$ cat src/rtl/vdp_cpu_if.sv
// vdp_cpu_if: Z80-side front end of a TMS9918-style VDP (I/O decode, address counter, registers, status).
// Optional VDP_LATCH_CLEAR_EN: data-port accesses and status reads also reset the control latch flag.

module vdp_cpu_if #(
   parameter logic [7:0]  DATA_PORT = 8'hBE,
   parameter logic [7:0]  CTRL_PORT = 8'hBF,
   parameter int unsigned ADDR_BITS = 14
) (
   input  logic                 clk,
   input  logic                 rst_n,
   input  logic                 cpu_ce,
   input  logic [7:0]           cpu_addr,
   input  logic [7:0]           cpu_dout,
   input  logic                 n_iowr,
   input  logic                 n_iord,
   output logic [7:0]           cpu_din,
   output logic                 cpu_din_sel,
   output logic [ADDR_BITS-1:0] vram_addr,
   output logic [7:0]           vram_wdata,
   output logic                 vram_we,
   output logic                 vram_re,
   input  logic [7:0]           vram_rdata,
   input  logic                 vram_rvalid,
   output logic [63:0]          regs,
   input  logic                 int_set,
   input  logic                 coll_set,
   input  logic                 fifth_set,
   input  logic [4:0]           fifth_num,
   output logic                 int_n
);

   typedef enum logic [1:0] {
      IDLE = 2'd0,
      REQ  = 2'd1,
      WAIT = 2'd2
   } pf_state_t;

   pf_state_t             state, state_next;
   logic                  hit_dwr, hit_drd, hit_cwr, hit_crd;
   logic [3:0]            hit_prev;
   logic                  ev_dwr, ev_drd, ev_cwr, ev_crd, st_clr;
   logic                  latch_rst, pf_req, buf_load;
   logic                  latch_flag;
   logic [7:0]            first_byte;
   logic [ADDR_BITS-1:0]  addr_cnt, wr_addr;
   logic [7:0][7:0]       reg_file;
   logic [7:0]            rd_buf;
   logic                  int_flag, coll_flag, fifth_flag;
   logic [4:0]            fifth_q;
   logic [7:0]            status;

   assign hit_dwr = (cpu_addr == DATA_PORT) && !n_iowr;
   assign hit_drd = (cpu_addr == DATA_PORT) && !n_iord;
   assign hit_cwr = (cpu_addr == CTRL_PORT) && !n_iowr;
   assign hit_crd = (cpu_addr == CTRL_PORT) && !n_iord;

   // Edge-detect each access condition on the CPU strobe so a multi-cycle I/O cycle acts once.
   always_ff @(posedge clk or negedge rst_n) begin
      if (!rst_n) begin
         hit_prev <= '0;
      end else if (cpu_ce) begin
         hit_prev <= {hit_crd, hit_cwr, hit_drd, hit_dwr};
      end
   end

   assign ev_dwr = cpu_ce && hit_dwr && !hit_prev[0];
   assign ev_drd = cpu_ce && hit_drd && !hit_prev[1];
   assign ev_cwr = cpu_ce && hit_cwr && !hit_prev[2];
   assign ev_crd = cpu_ce && hit_crd && !hit_prev[3];
   assign st_clr = cpu_ce && hit_prev[3] && !hit_crd;

`ifdef VDP_LATCH_CLEAR_EN
   assign latch_rst = ev_dwr || ev_drd || ev_crd;
`else
   assign latch_rst = 1'b0;
`endif

   assign pf_req = (ev_cwr && latch_flag && (cpu_dout[7:6] == 2'b00)) || ev_drd;

   always_ff @(posedge clk or negedge rst_n) begin
      if (!rst_n) begin
         latch_flag <= 1'b0;
         first_byte <= '0;
         addr_cnt   <= '0;
         reg_file   <= '0;
      end else if (ev_cwr) begin
         if (!latch_flag) begin
            first_byte <= cpu_dout;
            latch_flag <= 1'b1;
         end else begin
            latch_flag <= 1'b0;
            if (cpu_dout[7])
               reg_file[cpu_dout[2:0]] <= first_byte;
            else
               addr_cnt <= ADDR_BITS'({cpu_dout[5:0], first_byte});
         end
      end else begin
         if (latch_rst)
            latch_flag <= 1'b0;
         if (ev_dwr || ev_drd)
            addr_cnt <= addr_cnt + ADDR_BITS'(1);
      end
   end

   always_ff @(posedge clk or negedge rst_n) begin
      if (!rst_n) begin
         vram_we    <= 1'b0;
         vram_wdata <= '0;
         wr_addr    <= '0;
         rd_buf     <= '0;
      end else begin
         vram_we <= ev_dwr;
         if (ev_dwr) begin
            vram_wdata <= cpu_dout;
            wr_addr    <= addr_cnt;
            rd_buf     <= cpu_dout;
         end else if (buf_load) begin
            rd_buf <= vram_rdata;
         end
      end
   end

   always_ff @(posedge clk or negedge rst_n) begin
      if (!rst_n)
         state <= IDLE;
      else
         state <= state_next;
   end

   // A data write abandons any prefetch; a fresh request restarts it and drops the old rvalid.
   always_comb begin
      state_next = state;
      buf_load   = 1'b0;
      if (ev_dwr) begin
         state_next = IDLE;
      end else if (pf_req) begin
         state_next = REQ;
      end else begin
         case (state)
            IDLE: state_next = IDLE;
            REQ:  state_next = vram_we ? IDLE : WAIT;
            WAIT: begin
               if (vram_rvalid) begin
                  state_next = IDLE;
                  buf_load   = 1'b1;
               end
            end
            default: state_next = IDLE;
         endcase
      end
   end

   always_comb begin
      vram_re   = (state == REQ) && !vram_we;
      vram_addr = vram_we ? wr_addr : addr_cnt;
   end

   always_ff @(posedge clk or negedge rst_n) begin
      if (!rst_n) begin
         int_flag   <= 1'b0;
         coll_flag  <= 1'b0;
         fifth_flag <= 1'b0;
         fifth_q    <= '0;
      end else begin
         int_flag  <= int_set  || (int_flag  && !st_clr);
         coll_flag <= coll_set || (coll_flag && !st_clr);
         if (fifth_set && !fifth_flag) begin
            fifth_flag <= 1'b1;
            fifth_q    <= fifth_num;
         end else if (st_clr && !fifth_set) begin
            fifth_flag <= 1'b0;
         end
      end
   end

   assign status      = {int_flag, fifth_flag, coll_flag, fifth_flag ? fifth_q : 5'h1F};
   assign cpu_din     = (cpu_addr == CTRL_PORT) ? status : rd_buf;
   assign cpu_din_sel = hit_drd || hit_crd;
   assign regs        = reg_file;
   assign int_n       = !(int_flag && reg_file[1][5]);

endmodule
$ cat config.mk
export PLATFORM = sky130hd
export DESIGN_NAME = vdp_cpu_if
export DESIGN_NICKNAME = d
export VERILOG_FILES = /design/src/rtl/vdp_cpu_if.sv
export SDC_FILE = /design/constraint.sdc
export NUM_CORES = 1
export LEC_CHECK = 0
export BUFFER_PORTS_ARGS = -buffer_cell sky130_fd_sc_hd__buf_2
export CAP_MARGIN = 20
export CORE_MARGIN = 2
export CORE_UTILIZATION = 45
export DETAILED_ROUTE_END_ITERATION = 6
export GPL_ROUTABILITY_DRIVEN = 0
export PLACE_DENSITY = 0.68
export SYNTH_ARGS = -nofsm -noshare
export SYNTH_HDL_FRONTEND = slang
export SYNTH_SLANG_ARGS = --single-unit
$ cat constraint.sdc
create_clock -name clk -period 2.5 [get_ports clk]
set_input_delay 0 -clock clk [delete_from_list [all_inputs] [get_ports clk]]
set_output_delay 0 -clock clk [all_outputs]
set_load 0.02 [all_outputs]
==> Yosys cells after proc, flatten, opt, wreduce, memory -nomap -nowiden <==
Index checks and enable logic that the tools add are counted.
{ "totals": {"ff_bits": 132, "out_inout_bits": 98} }
{ "op_classes": {"addsub": 1, "n_lt_le_gt_ge": 2, "eq_ne": 7, "mux": 24, "n_bitwise": 1, "n_reduce_logical": 44} }
{ "ops": {"columns": ["operator", "count"], "rows": [
  ["14-bit 2-to-1 mux", 5],
  ["64-bit bitwise mux", 1],
  ["8-bit 2-to-1 mux", 4],
  ["8-bit demux with 3-bit select", 1],
  ["1-bit logical AND", 21],
  ["8-bit == test, second input constant", 2],
  ["14-bit by 1-bit adder with 14-bit output, second input constant", 1],
  ["1-bit logical NOT", 11],
  ["2-bit 2-to-1 mux", 4],
  ["1-bit 2-to-1 mux", 7],
  ["3-bit AND reduction", 2],
  ["2-bit nonzero test", 3],
  ["1-bit logical OR", 5],
  ["5-bit 2-to-1 mux", 1],
  ["3-bit by 4-bit less-than comparator with 1-bit output, second input constant", 1],
  ["4-bit != test, second input constant", 1],
  ["2-bit case mux with 2 select lines", 1],
  ["3-bit by 1-bit greater-or-equal comparator with 1-bit output, second input constant", 1],
  ["2-bit by 1-bit == test with 1-bit output, second input constant", 1],
  ["2-bit == test, second input constant", 1],
  ["2-bit logical NOT", 1],
  ["2-bit by 1-bit != test with 1-bit output, second input constant", 1],
  ["2-bit != test, second input constant", 1],
  ["2-bit AND reduction", 1],
  ["1-bit inverter", 1]
]} }

==> Logic depth before layout (Yosys ltp) <==
Gate-level depths: netlist (run 1).
{ "depth": {"depth_word": 11, "mapped_depth": 8, "depth_no_buf": 6} }

==> Least setup slack after synthesis (run 1) <==
No wires, ideal clock.
{ "synth_timing": {"path_type": "register to register", "startpoint": "register hit_prev[2]", "endpoint": "register reg_file, in the netlist regs[16]", "setup_ps": 125, "arrival_time_ps": 1727, "path_slack_ps": 648, "stages_incl_launch_ff": 7, "synth_period_minus_slack_ps": 1852, "cell_sequence": "dfrtp_1 > nor3b_4 > nand4_4 > nor2_4 > and4bb_2 > buf_4 > mux2_2"} }
{ "synth_via": {"elab_chain_len": 3} }
{ "synth_rtl": {"columns": ["item", "line_no", "rtl"], "rows": [
  ["from (decl)", "40", "logic [3:0] hit_prev;"],
  ["from (signal assigned)", "62", "hit_prev <= {hit_crd, hit_cwr, hit_drd, hit_dwr};"],
  ["1-bit logical NOT", "68", "assign ev_cwr = cpu_ce && hit_cwr && !hit_prev[2];"],
  ["1-bit logical AND", "68", null],
  ["3-bit AND reduction (no source line)", null, null],
  ["to (signal, indexed assignment)", "93", "reg_file[cpu_dout[2:0]] <= first_byte;"],
  ["to (decl)", "46", "logic [7:0][7:0] reg_file;"]
]} }
No other way between the ends.
A chain may end at the register's enable or synchronous reset.

==> Worst setup path in the final report (run 1) <==
{ "layout_timing": {"startpoint": "register hit_prev[2]", "endpoint": "register reg_file, in the netlist regs[14]"} }
The elaborated chain is that of the path after synthesis.

==> results of run 1 <==
cell type report:
cell class,instances,area (sq um)
clock buffer,20,457
tap,172,215
fill,1061,5170
sequential,132,3300
inverter,3,11.3
multi-input combinational,304,2460
timing repair buffer,166,992
clock inverter,9,108
worst register-to-register path: cells and delay by family (launching register included):
kind             cells  cell delay [ns]
DFF                  1             0.41
muxes                1             0.39
and+or+nand+nor      4             1.17
final timing paths:
kind                                       to  cells after the start
min in group asynchronous       vram_wdata[5]                      2
worst max register to register       regs[14]                      5
worst min-delay path              addr_cnt[9]                      3
worst max-delay path                 regs[14]                      5
worst min register to register     wr_addr[9]                      2
max in group asynchronous            regs[38]                      3
cells in the mapped netlist, types with 5 or more instances:
| cell | instances | area, sq um |
|---|---|---|
| buf_1 | 8 | 30.0 |
| buf_2 | 5 | 25.0 |
| buf_4 | 5 | 37.5 |
| clkbuf_1 | 9 | 33.8 |
| dfrtp_1 | 132 | 3300 |
| mux2_2 | 120 | 1350 |
| nand2_1 | 57 | 214 |
| nand2b_1 | 5 | 31.3 |
| nand3_1 | 11 | 55.1 |
| nor2_1 | 19 | 71.3 |
| nor2b_1 | 8 | 50.1 |
| o21ai_0 | 10 | 50.1 |
| o22ai_1 | 5 | 31.3 |
cells by family after synthesis:
logic type      after synthesis  share of synthesized area
compound gates               40                     0.0450
xor+xnor                      1                    0.00148
fa+ha+maj                     1                    0.00211
buf+inv                      32                     0.0260
flops                       132                      0.558
mux                         124                      0.235
simple gates                138                      0.132
registers in the layout, summed over array words and instances (netlist names), 2 cells and up:
name / cells
regs: 64
addr_cnt: 14
wr_addr: 14
first_byte: 8
rd_buf: 8
vram_wdata: 8
fifth_q: 5
hit_prev: 4
state: 2
per-layer routing:
metal,share of wire,vias up
met3,0.054,16
met1,0.43,2125
met2,0.51,125
li1,-,1970
met4,0.011,0
met5,0,-
per-stage QoR:
| step | util | hold WS, ns | std cells | total power [uW] |
|---|---|---|---|---|
| after floorplan | - | -0.296 | 468 | 2320 |
| after global placement | 0.529 | 0.0897 | 751 | 2440 |
| after detailed placement | 0.529 | 0.0975 | 751 | 2440 |
| after CTS | 0.593 | 0.0279 | 806 | 4870 |
| after global routing | 0.593 | 0.0468 | 806 | 4980 |
| final | 0.593 | 0.0477 | 806 | 4800 |
power by group through the flow:
stage | clock (uW) | combinational [uW] | sequential, uW
2_1_floorplan | 0 | 101 | 2220
3_3_place_gp | 0 | 204 | 2230
3_5_place_dp | 0 | 208 | 2240
4_1_cts | 2430 | 240 | 2200
5_1_grt | 2520 | 261 | 2200
6_report | 2370 | 236 | 2200
timing repair:
| action | CTS | global route |
|---|---|---|
| endpoints found under the setup margin | 0 | 0 |
| endpoints found under the hold margin | 116 | 0 |
| setup buffers | 0 | 0 |
| hold buffers | 26 | 0 |
==> results.md, run 1 <==
* CTS Buffer Depth at 2
* Synth async-reset ratio at 1.00
* Worst path cell trace: nor3b_4, nand4_4, nor2_4, and4bb_1, mux2_2
* Status: complete, no violations
* Post-place setup slack at roughly 0.46 ns
* Type of the worst setup path: register to register
* Clock Power Share at 0.493
* Final instance area at about 0.0075 sq mm
* Most common cell after layout, fill and taps aside: buf_2
* Largest net degree at the start of global routing at 84
* Setup violators final at 0
* Most frequent cells in the layout: buf_2, dfrtp_1, mux2_2
* All-Layer GR Usage at 0.214
* Avg Cell Area, Syn at 12.6 sq um
* DRT Pass-1 Iters at 4
* CP bufs+invs at 0
* Fin Setup TNS at 0 ns
* Initial antenna violation count at 0
* Psw at 1030 uW
* Post_cts resized at 0
* Hpwl dp at approximately 9600 um
* RSZ-0062 raised after global routing: no
* Crit start category: register
* Antenna Cells at 0
* Slew Limit Fails at 0
* R2r setup slk at around 0.43 ns
* P&R area growth vs syn at 27.5%
* First-pass GRT wire length at 23,400 um
* Fmax at just under 0.5 GHz
* Setup crit start: hit_prev[2]
* Vias per cell at around 5.3
* Peak supply drop at about 0.43 mV
* Boundary Pins at 136
* Worst slew margin at 0.488
* Critical path's largest stage delay at roughly 0.47 ns
* Clk_skew at around 0.0068 ns
* Worst-Margin Slew at 0.768 ns
* Sequential power share at 0.458
* Via Count at between 4,000 and 5,000
* Sw frac at 0.215
* Register area share after synthesis at 0.558
* Min Tclk post-route at 2.07 ns
* Initial Util at 0.465
* Core area at approximately 0.013 sq mm
* Cells after Synth at between 400 and 500
* Cell internal pwr at between 3000 and 4000 uW
* Number of global-route vias before repair at around 4,400
* Data arrival, critical path at 2.37 ns
* Cell chosen for the clock root: clkbuf_16
* Cell Pwr Density at between 600 and 700 mW/mm^2
* Hold Vio Cnt, Final at 0
* Met3 Use GR at 0.0574
* Layout cells sized above 1 at 0.475
* Row count at 41
* Die area at between 0.01 and 0.015 sq mm
* Final ANT Viol Nets at 0
* Netlist cell types at 54
* FF-to-FF Start: hit_prev[2]
* Die width at approximately 120 um
* Die height at approximately 120 um
* Most common flop cell mapped by yosys: dfrtp_1
* Synthesis-stage register bit count at around 130
* CP required at roughly 2.8 ns
* Crit-path slowest cell: and4bb_1
* Clk_lat worst skew at 0.42 ns
* Worst hold start: cpu_dout[1]
* Worst Hold Class: input port to register
* Initial DRC count at 192
* H-Tree Depth at 4
* Clk pin slew, worst setup/hold paths at about 0.050 ns
* Nets at between 600 and 700
* Post-synth EDFFs at 0
* Synthesized Nets at 507
* Port Buffers at between 100 and 150
* Drt drc at 0
* Busiest grt layer: met2
* Fin worst setup slack at about 0.43 ns
* Dpl cell area at roughly 0.0067 sq mm
* Total grt overflow at 0
* Max-cap violations at 0
* Yosys Warn Count at 0
* CTS Sinks at about 130
* Final Cycle Share at 0.827
* CP endpoint kind: register
* Mapped Area at between 0.005 and 0.006 sq mm
* Leakage at around 0.0040 uW
* Total CTS buffers at 17
* Kind of cell adding the most delay to the critical path: simple AND/OR/NAND/NOR gates
* GR Util met1 at 0.268
* Final wirelength at 14,400 um
* Met2 usage at 0.356
* Combinational group share of total power at 0.049
* Worst-path maximum fanout at 8
* Routed WL per cell at ~18 um
* CTS tree: yes
No activity file was read; power rests on OpenSTA's default activity.
==> run 2, diff against run 1 <==
- PLACE_DENSITY: 0.68 -> 0.7
- clock period: 2.5 -> 1.75 ns (I/O delays scaled with it)
==> run 2 against run 1 <==
Net effect: combinational power up 60%; clock power rose by 62%; sequential share of layout area down 3.8 points; hold slack gained 0.028 ns; count of clock-buffer cells in the layout up 2; sequential cell count unchanged; the flow now finishes with violations (setup timing); total power is 53% higher.
==> results.md, run 2 (synthesis gave the netlist of run 1 again) <==
* Status: finished, violations left
* Failing checks: setup timing
* Cell Pwr Density at 889 mW/mm^2 (+40%)
* Most frequent cells in the layout: buf_2, dfrtp_1, mux2_2
* CP bufs+invs at 1 (+1)
* H-Tree Depth at 4 (unchanged)
* Setup violators final at 57 (+57)
* Row count at 41 (unchanged)
* Routed WL per cell at 18.5 um (+3.4%)
* Initial Util at 0.465 (unchanged)
* Cell chosen for the clock root: clkbuf_16
* Critical path's largest stage delay at 0.40 ns (-0.07 ns)
* Largest net degree at the start of global routing at 52 (-38%)
* Fmax at 0.540 GHz (+12%)
* Nets at 709 (+6.9%)
* All-Layer GR Usage at 0.230 (+0.0156)
* Layout cells sized above 1 at 0.533 (+0.0582)
* First-pass GRT wire length at 25,000 um (+6.6%)
* Fin worst setup slack at -0.103 ns (-0.535 ns)
* Clock Power Share at 0.521 (+0.028)
* Core area at 0.0127 sq mm (unchanged)
* Clk_lat worst skew at 0.42 ns (about the same)
* Fillers at 980 (-7.6%)
* Boundary Pins at 136 (unchanged)
* CTS Buffer Depth at 2 (unchanged)
* Final wirelength at 15,800 um (+9.8%)
* Kind of cell adding the most delay to the critical path: simple AND/OR/NAND/NOR gates
* Register area at 0.00330 sq mm (unchanged)
* Most common cell after layout, fill and taps aside: buf_2
* Slew Limit Fails at 0 (unchanged)
* Psw at 1570 uW (+52%)
* Hpwl dp at 10,200 um (+6.4%)
* CP required at 2.05 ns (-0.75 ns)
* Worst Hold Class: input port to register
* Clk_skew at 0.0118 ns (+0.00503 ns)
* Data arrival, critical path at 2.16 ns (-0.21 ns)
* Worst slew margin at 0.646 (+0.158)
* Cell internal pwr at 5780 uW (+53%)
* Peak supply drop at 0.590 mV (+38%)
* Fin Setup TNS at -2.69 ns (-2.69 ns)
* Worst-Margin Slew at 0.531 ns (-0.237 ns)
* Final ANT Viol Nets at 0 (unchanged)
* Combinational group share of total power at 0.051 (+0.002)
* Initial DRC count at 245 (+28%)
* Initial antenna violation count at 1 (+1)
* Sequential power share at 0.427 (-0.031)
* CP endpoint kind: register
* Max FFs per register at 64 (unchanged)
* Hold Vio Cnt, Final at 0 (unchanged)
* CTS Sinks at 132 (unchanged)
* Total CTS buffers at 17 (unchanged)
* Die height at 119 um (unchanged)
* RSZ-0062 raised after global routing: yes
* Worst path cell trace: nor3b_4, nand4_4, nor2_4, buf_12, and4bb_4, mux2_4
* P&R area growth vs syn at 39.7%
* Number of global-route vias before repair at 4,660 (+5.7%)
* Crit start category: register
* Via Count at 4,506 (+6.4%)
* Clk pin slew, worst setup/hold paths at 0.06 ns (about the same)
* Port Buffers at 135 (unchanged)
* Final Cycle Share at 1.06 (+0.232)
* Drt drc at 0 (unchanged)
* Worst-path maximum fanout at 8 (unchanged)
* Sw frac at 0.214 (-0.00114)
* Vias per cell at 5.26 (+0.16%)
* DRT Pass-1 Iters at 4 (unchanged)
* Min Tclk post-route at 1.85 ns (-0.215 ns)
* CTS tree: yes
* Die area at 0.0141 sq mm (unchanged)
* Die width at 119 um (unchanged)
* Hold Slack at 0.0754 ns (+0.0277 ns)
* Multi-input logic area at 0.00267 sq mm (+8.5%)
* Max-cap violations at 0 (unchanged)
* Type of the worst setup path: register to register
* Leakage at 0.00441 uW (+8.8%)
* Total grt overflow at 0 (unchanged)
* Crit-path slowest cell: dfrtp_1
-- run 2: changes by cell type in the layout (fill, tap and decap cells not counted), moves of 2 or more --
| cell | before | now |
|---|---|---|
| buf_4 | 4 | 36 |
| mux2_2 | 120 | 98 |
| mux2_4 | 0 | 22 |
| buf_6 | 1 | 8 |
| buf_12 | 1 | 6 |
| clkinvlp_4 | 5 | 1 |
| inv_6 | 0 | 3 |
| nor3_1 | 4 | 1 |
| nor3_2 | 0 | 3 |
| bufinv_16 | 2 | 4 |
-- run 2: repair_timing --
item,in CTS,in global routing
gates cloned,0,0
hold endpoints to repair,167,0
pin swaps,1,4
setup endpoints to repair,62,93
hold buffers,27,0
buffers inserted,0,15
resized for setup,22,33
-- run 2: area by class of cell --
cell class / instances / area share
clock inverter: 10 / 0.0203
timing repair buffer: 212 / 0.172
inverter: 3 / 0.00136
multi-input combinational: 304 / 0.323
clock buffer: 22 / 0.0573
sequential: 132 / 0.399
tap: 172 / 0.0260
antenna: 1 / 0.000303
-- run 2: power groups by stage --
stage	clock network [uW]	registers, uW	logic (uW)
detailed placement	0	3190	319
global route	4040	3150	412
finish	3830	3140	378
CTS	3880	3140	372
global placement	0	3190	311
floorplan	0	3170	144
-- run 2: worst paths after layout --
check / startpoint / endpoint / slack (ns) / cells after the start
worst max-delay path: hit_prev[2] / regs[20] / -0.10 / 6
worst min-delay path: cpu_dout[2] / addr_cnt[10] / 0.08 / 2
worst max register to register: hit_prev[2] / regs[20] / -0.10 / 6
worst min register to register: vram_wdata[6] / vram_wdata[6] / 0.47 / 2
max in group asynchronous: rst_n / regs[38] / 1.01 / 3
min in group asynchronous: rst_n / hit_prev[0] / 0.11 / 2
-- run 2: worst reg2reg max path: cells and delay by family, from the launching register on --
| kind | cells | cell delay, ns |
|---|---|---|
| buffers and inverters | 1 | 0.13 |
| flip-flops | 1 | 0.40 |
| multiplexers | 1 | 0.33 |
| AND/OR/NAND/NOR | 4 | 0.88 |
-- run 2: metal layers --
layer	up-vias	global-route usage	share of wire	routed length (um)
met4	0	0.109	0.032	508
met1	2251	0.288	0.42	6610
met2	145	0.378	0.50	7940
li1	2072	-	-	-
met5	-	0	0	0
met3	38	0.0492	0.049	769
-- run 2: per-stage QoR --
step,instance area (sq um),power [uW],std cells,util,setup WS [ns]
global route,8270,7600,856,0.650,-0.197
finish,8270,7350,856,0.650,-0.103
detailed placement,7000,3510,781,0.550,-0.145
global placement,7000,3500,781,0.550,-0.0713
floorplan,5950,3320,468,-,-0.0509
CTS,8010,7390,840,0.630,-0.111
==> run 3, diff against run 2 <==
- MAX_ROUTING_LAYER: default -> met4
- PLACE_DENSITY: 0.7 -> 0.68
- SLEW_MARGIN: default -> 15
- clock period: 1.75 -> 1.8 ns (I/O delays scaled with it)
==> run 3 against run 2 <==
Net effect: cell area is 2.2% lower; largest cell class unchanged; setup slack improved by 0.072 ns; critical path depth did not move; the flow still finishes with violations (setup timing); die area unchanged; clock skew fell by 0.0056 ns; register-to-register slack better by 0.07 ns.
==> results.md, run 3 (synthesis gave the netlist of run 1 again) <==
* All-Layer GR Usage at 0.230 (about the same)
* CP endpoint kind: register
* Initial Util at 0.465 (unchanged)
* Dpl cell area at 0.00694 sq mm (-0.89%)
* Setup violators final at 17 (-70%)
* Worst R2R Path Depth at 6 (unchanged)
* DRT Pass-1 Iters at 4 (unchanged)
* CP most frequent cell: buf_6
* Clk_skew at 0.00623 ns (-0.00557 ns)
* Initial DRC count at 216 (-12%)
* Kind of cell adding the most delay to the critical path: simple AND/OR/NAND/NOR gates
* CP bufs+invs at 2 (+1)
* Most frequent cells in the layout: buf_2, dfrtp_1, mux2_2
* Total grt overflow at 0 (unchanged)
* Data arrival, critical path at 2.12 ns (-0.04 ns)
* Type of the worst setup path: register to register
* Final Util at 0.636 (-0.0145)
* Routed WL per cell at 18.2 um (-1.6%)
* Die width at 119 um (unchanged)
* CTS Buffer Depth at 2 (unchanged)
* H-Tree Depth at 4 (unchanged)
* Worst slew margin at 0.598 (-0.0482)
* Final wirelength at 15,200 um (-3.7%)
* Initial antenna violation count at 0 (-1)
* CP required at 2.09 ns (+0.04 ns)
* Placed cell count at 778 (-0.38%)
* Die height at 119 um (unchanged)
* Worst hold start: cpu_dout[1]
* Reg-to-Reg End: regs[26]
* Endpoint, Worst Hold: addr_cnt[9]
* Nets at 697 (-1.7%)
* Antenna Cells at 0 (-1)
* Critical path's largest stage delay at 0.40 ns (about the same)
* Hold path depth at 3 (+1)
* Worst path cell trace: nor3b_4, nand4_4, buf_6, nor4_4, buf_6, mux2_4
* Layout cells sized above 1 at 0.508 (-0.0254)
* First-pass GRT wire length at 24,500 um (-2.1%)
* Fmax at 0.546 GHz (+1.2%)
* Final ANT Viol Nets at 0 (unchanged)
* Most common cell after layout, fill and taps aside: buf_2
* Final Cycle Share at 1.02 (-0.0416)
* Die area at 0.0141 sq mm (unchanged)
* Row count at 41 (unchanged)
* Min Tclk post-route at 1.83 ns (-0.0219 ns)
* Hpwl dp at 10,200 um (-0.87%)
* Worst-Margin Slew at 0.603 ns (+0.0722 ns)
* Peak supply drop at 0.505 mV (-14%)
* CTS Sinks at 132 (unchanged)
* P&R area growth vs syn at 36.6%
* Total CTS buffers at 17 (unchanged)
* Cell chosen for the clock root: clkbuf_16
* Hold Vio Cnt, Final at 0 (unchanged)
* Crit start category: register
* R2r setup slk at -0.03 ns (+0.07 ns)
* Boundary Pins at 136 (unchanged)
* Layout Cells excl Fill at 838 (-2.1%)
* Number of global-route vias before repair at 4,602 (-1.2%)
* Vias per cell at 5.31 (+0.88%)
* Status: finished, violations left
* Cell Pwr Density at 842 mW/mm^2 (-5.2%)
* Leakage at 0.00429 uW (-2.7%)
* Core area at 0.0127 sq mm (unchanged)
* Via Count at 4,450 (-1.2%)
* Drt drc at 0 (unchanged)
* Worst-path maximum fanout at 8 (unchanged)
* Fin worst setup slack at -0.0311 ns (+0.0719 ns)
* Max-cap violations at 0 (unchanged)
* CTS tree: yes
* Crit-path slowest cell: dfrtp_1
* Worst Hold Class: input port to register
* Failing checks: setup timing
* Final instance area at 0.00809 sq mm (-2.2%)
* Slew Limit Fails at 0 (unchanged)
* Largest net degree at the start of global routing at 56 (+7.7%)
* Clk pin slew, worst setup/hold paths at 0.05 ns (about the same)
* RSZ-0062 raised after global routing: yes
* Max FFs per register at 64 (unchanged)
* Clk_lat worst skew at 0.41 ns (about the same)
* Hold Slack at 0.0703 ns (-0.00516 ns)
* Port Buffers at 135 (unchanged)
* Fillers at 1,030 (+5.1%)
* FF-to-FF Start: hit_prev[2]
-- run 3: power by group --
part           internal (uW)  total [uW]  switching [uW]
sequential              3010        3050            42.6
clock                   2240        3390            1150
combinational            170         369             199
-- run 3: per-layer routing --
metal / track usage / vias to the layer above / routed length (um)
met1: 0.297 / 2247 / 6800
met5: - / - / 0
li1: - / 2041 / -
met2: 0.356 / 132 / 7460
met3: 0.0396 / 30 / 639
met4: 0.103 / 0 / 344
-- run 3: worst max path at each step --
stage          slack, ns         from  endpoint  cells after the start
2_1_floorplan     -0.002  hit_prev[2]  regs[16]                      6
3_3_place_gp       0.001  hit_prev[2]  regs[26]                      6
3_5_place_dp       -0.08  hit_prev[2]  regs[27]                      6
4_1_cts            -0.06  hit_prev[2]  regs[52]                      6
5_1_grt            -0.12  hit_prev[2]   regs[9]                      6
6_report           -0.03  hit_prev[2]  regs[26]                      6
-- run 3: per-stage QoR --
step | TNS, ns | power, uW | worst slack, ns
2_1_floorplan | -0.0136 | 3220 | -0.00170
3_5_place_dp | -1.55 | 3410 | -0.0794
3_3_place_gp | 0 | 3400 | 0.00111
6_report | -0.281 | 6810 | -0.0311
4_1_cts | -1.13 | 6870 | -0.0624
5_1_grt | -4.46 | 7070 | -0.119
-- run 3: tightest hold or removal path, stage by stage --
cell and delay, ns:
buf_2 0.22, o21ai_2 0.18, nor2_1 0.04
-- run 3: layout make-up --
class | count | area, sq um | share of cell area
multi-input combinational | 304 | 2680 | 0.331
sequential | 132 | 3300 | 0.408
inverter | 3 | 15.0 | 0.00186
clock buffer | 22 | 474 | 0.0586
clock inverter | 5 | 103 | 0.0127
tap | 172 | 215 | 0.0266
timing repair buffer | 200 | 1300 | 0.161
-- run 3: what timing repair did --
item | CTS | global route
hold buffers | 27 | 0
pin swaps | 0 | 3
setup endpoints to repair | 48 | 90
buffers inserted | 0 | 7
endpoints found under the hold margin | 166 | 0
resized for setup | 12 | 50
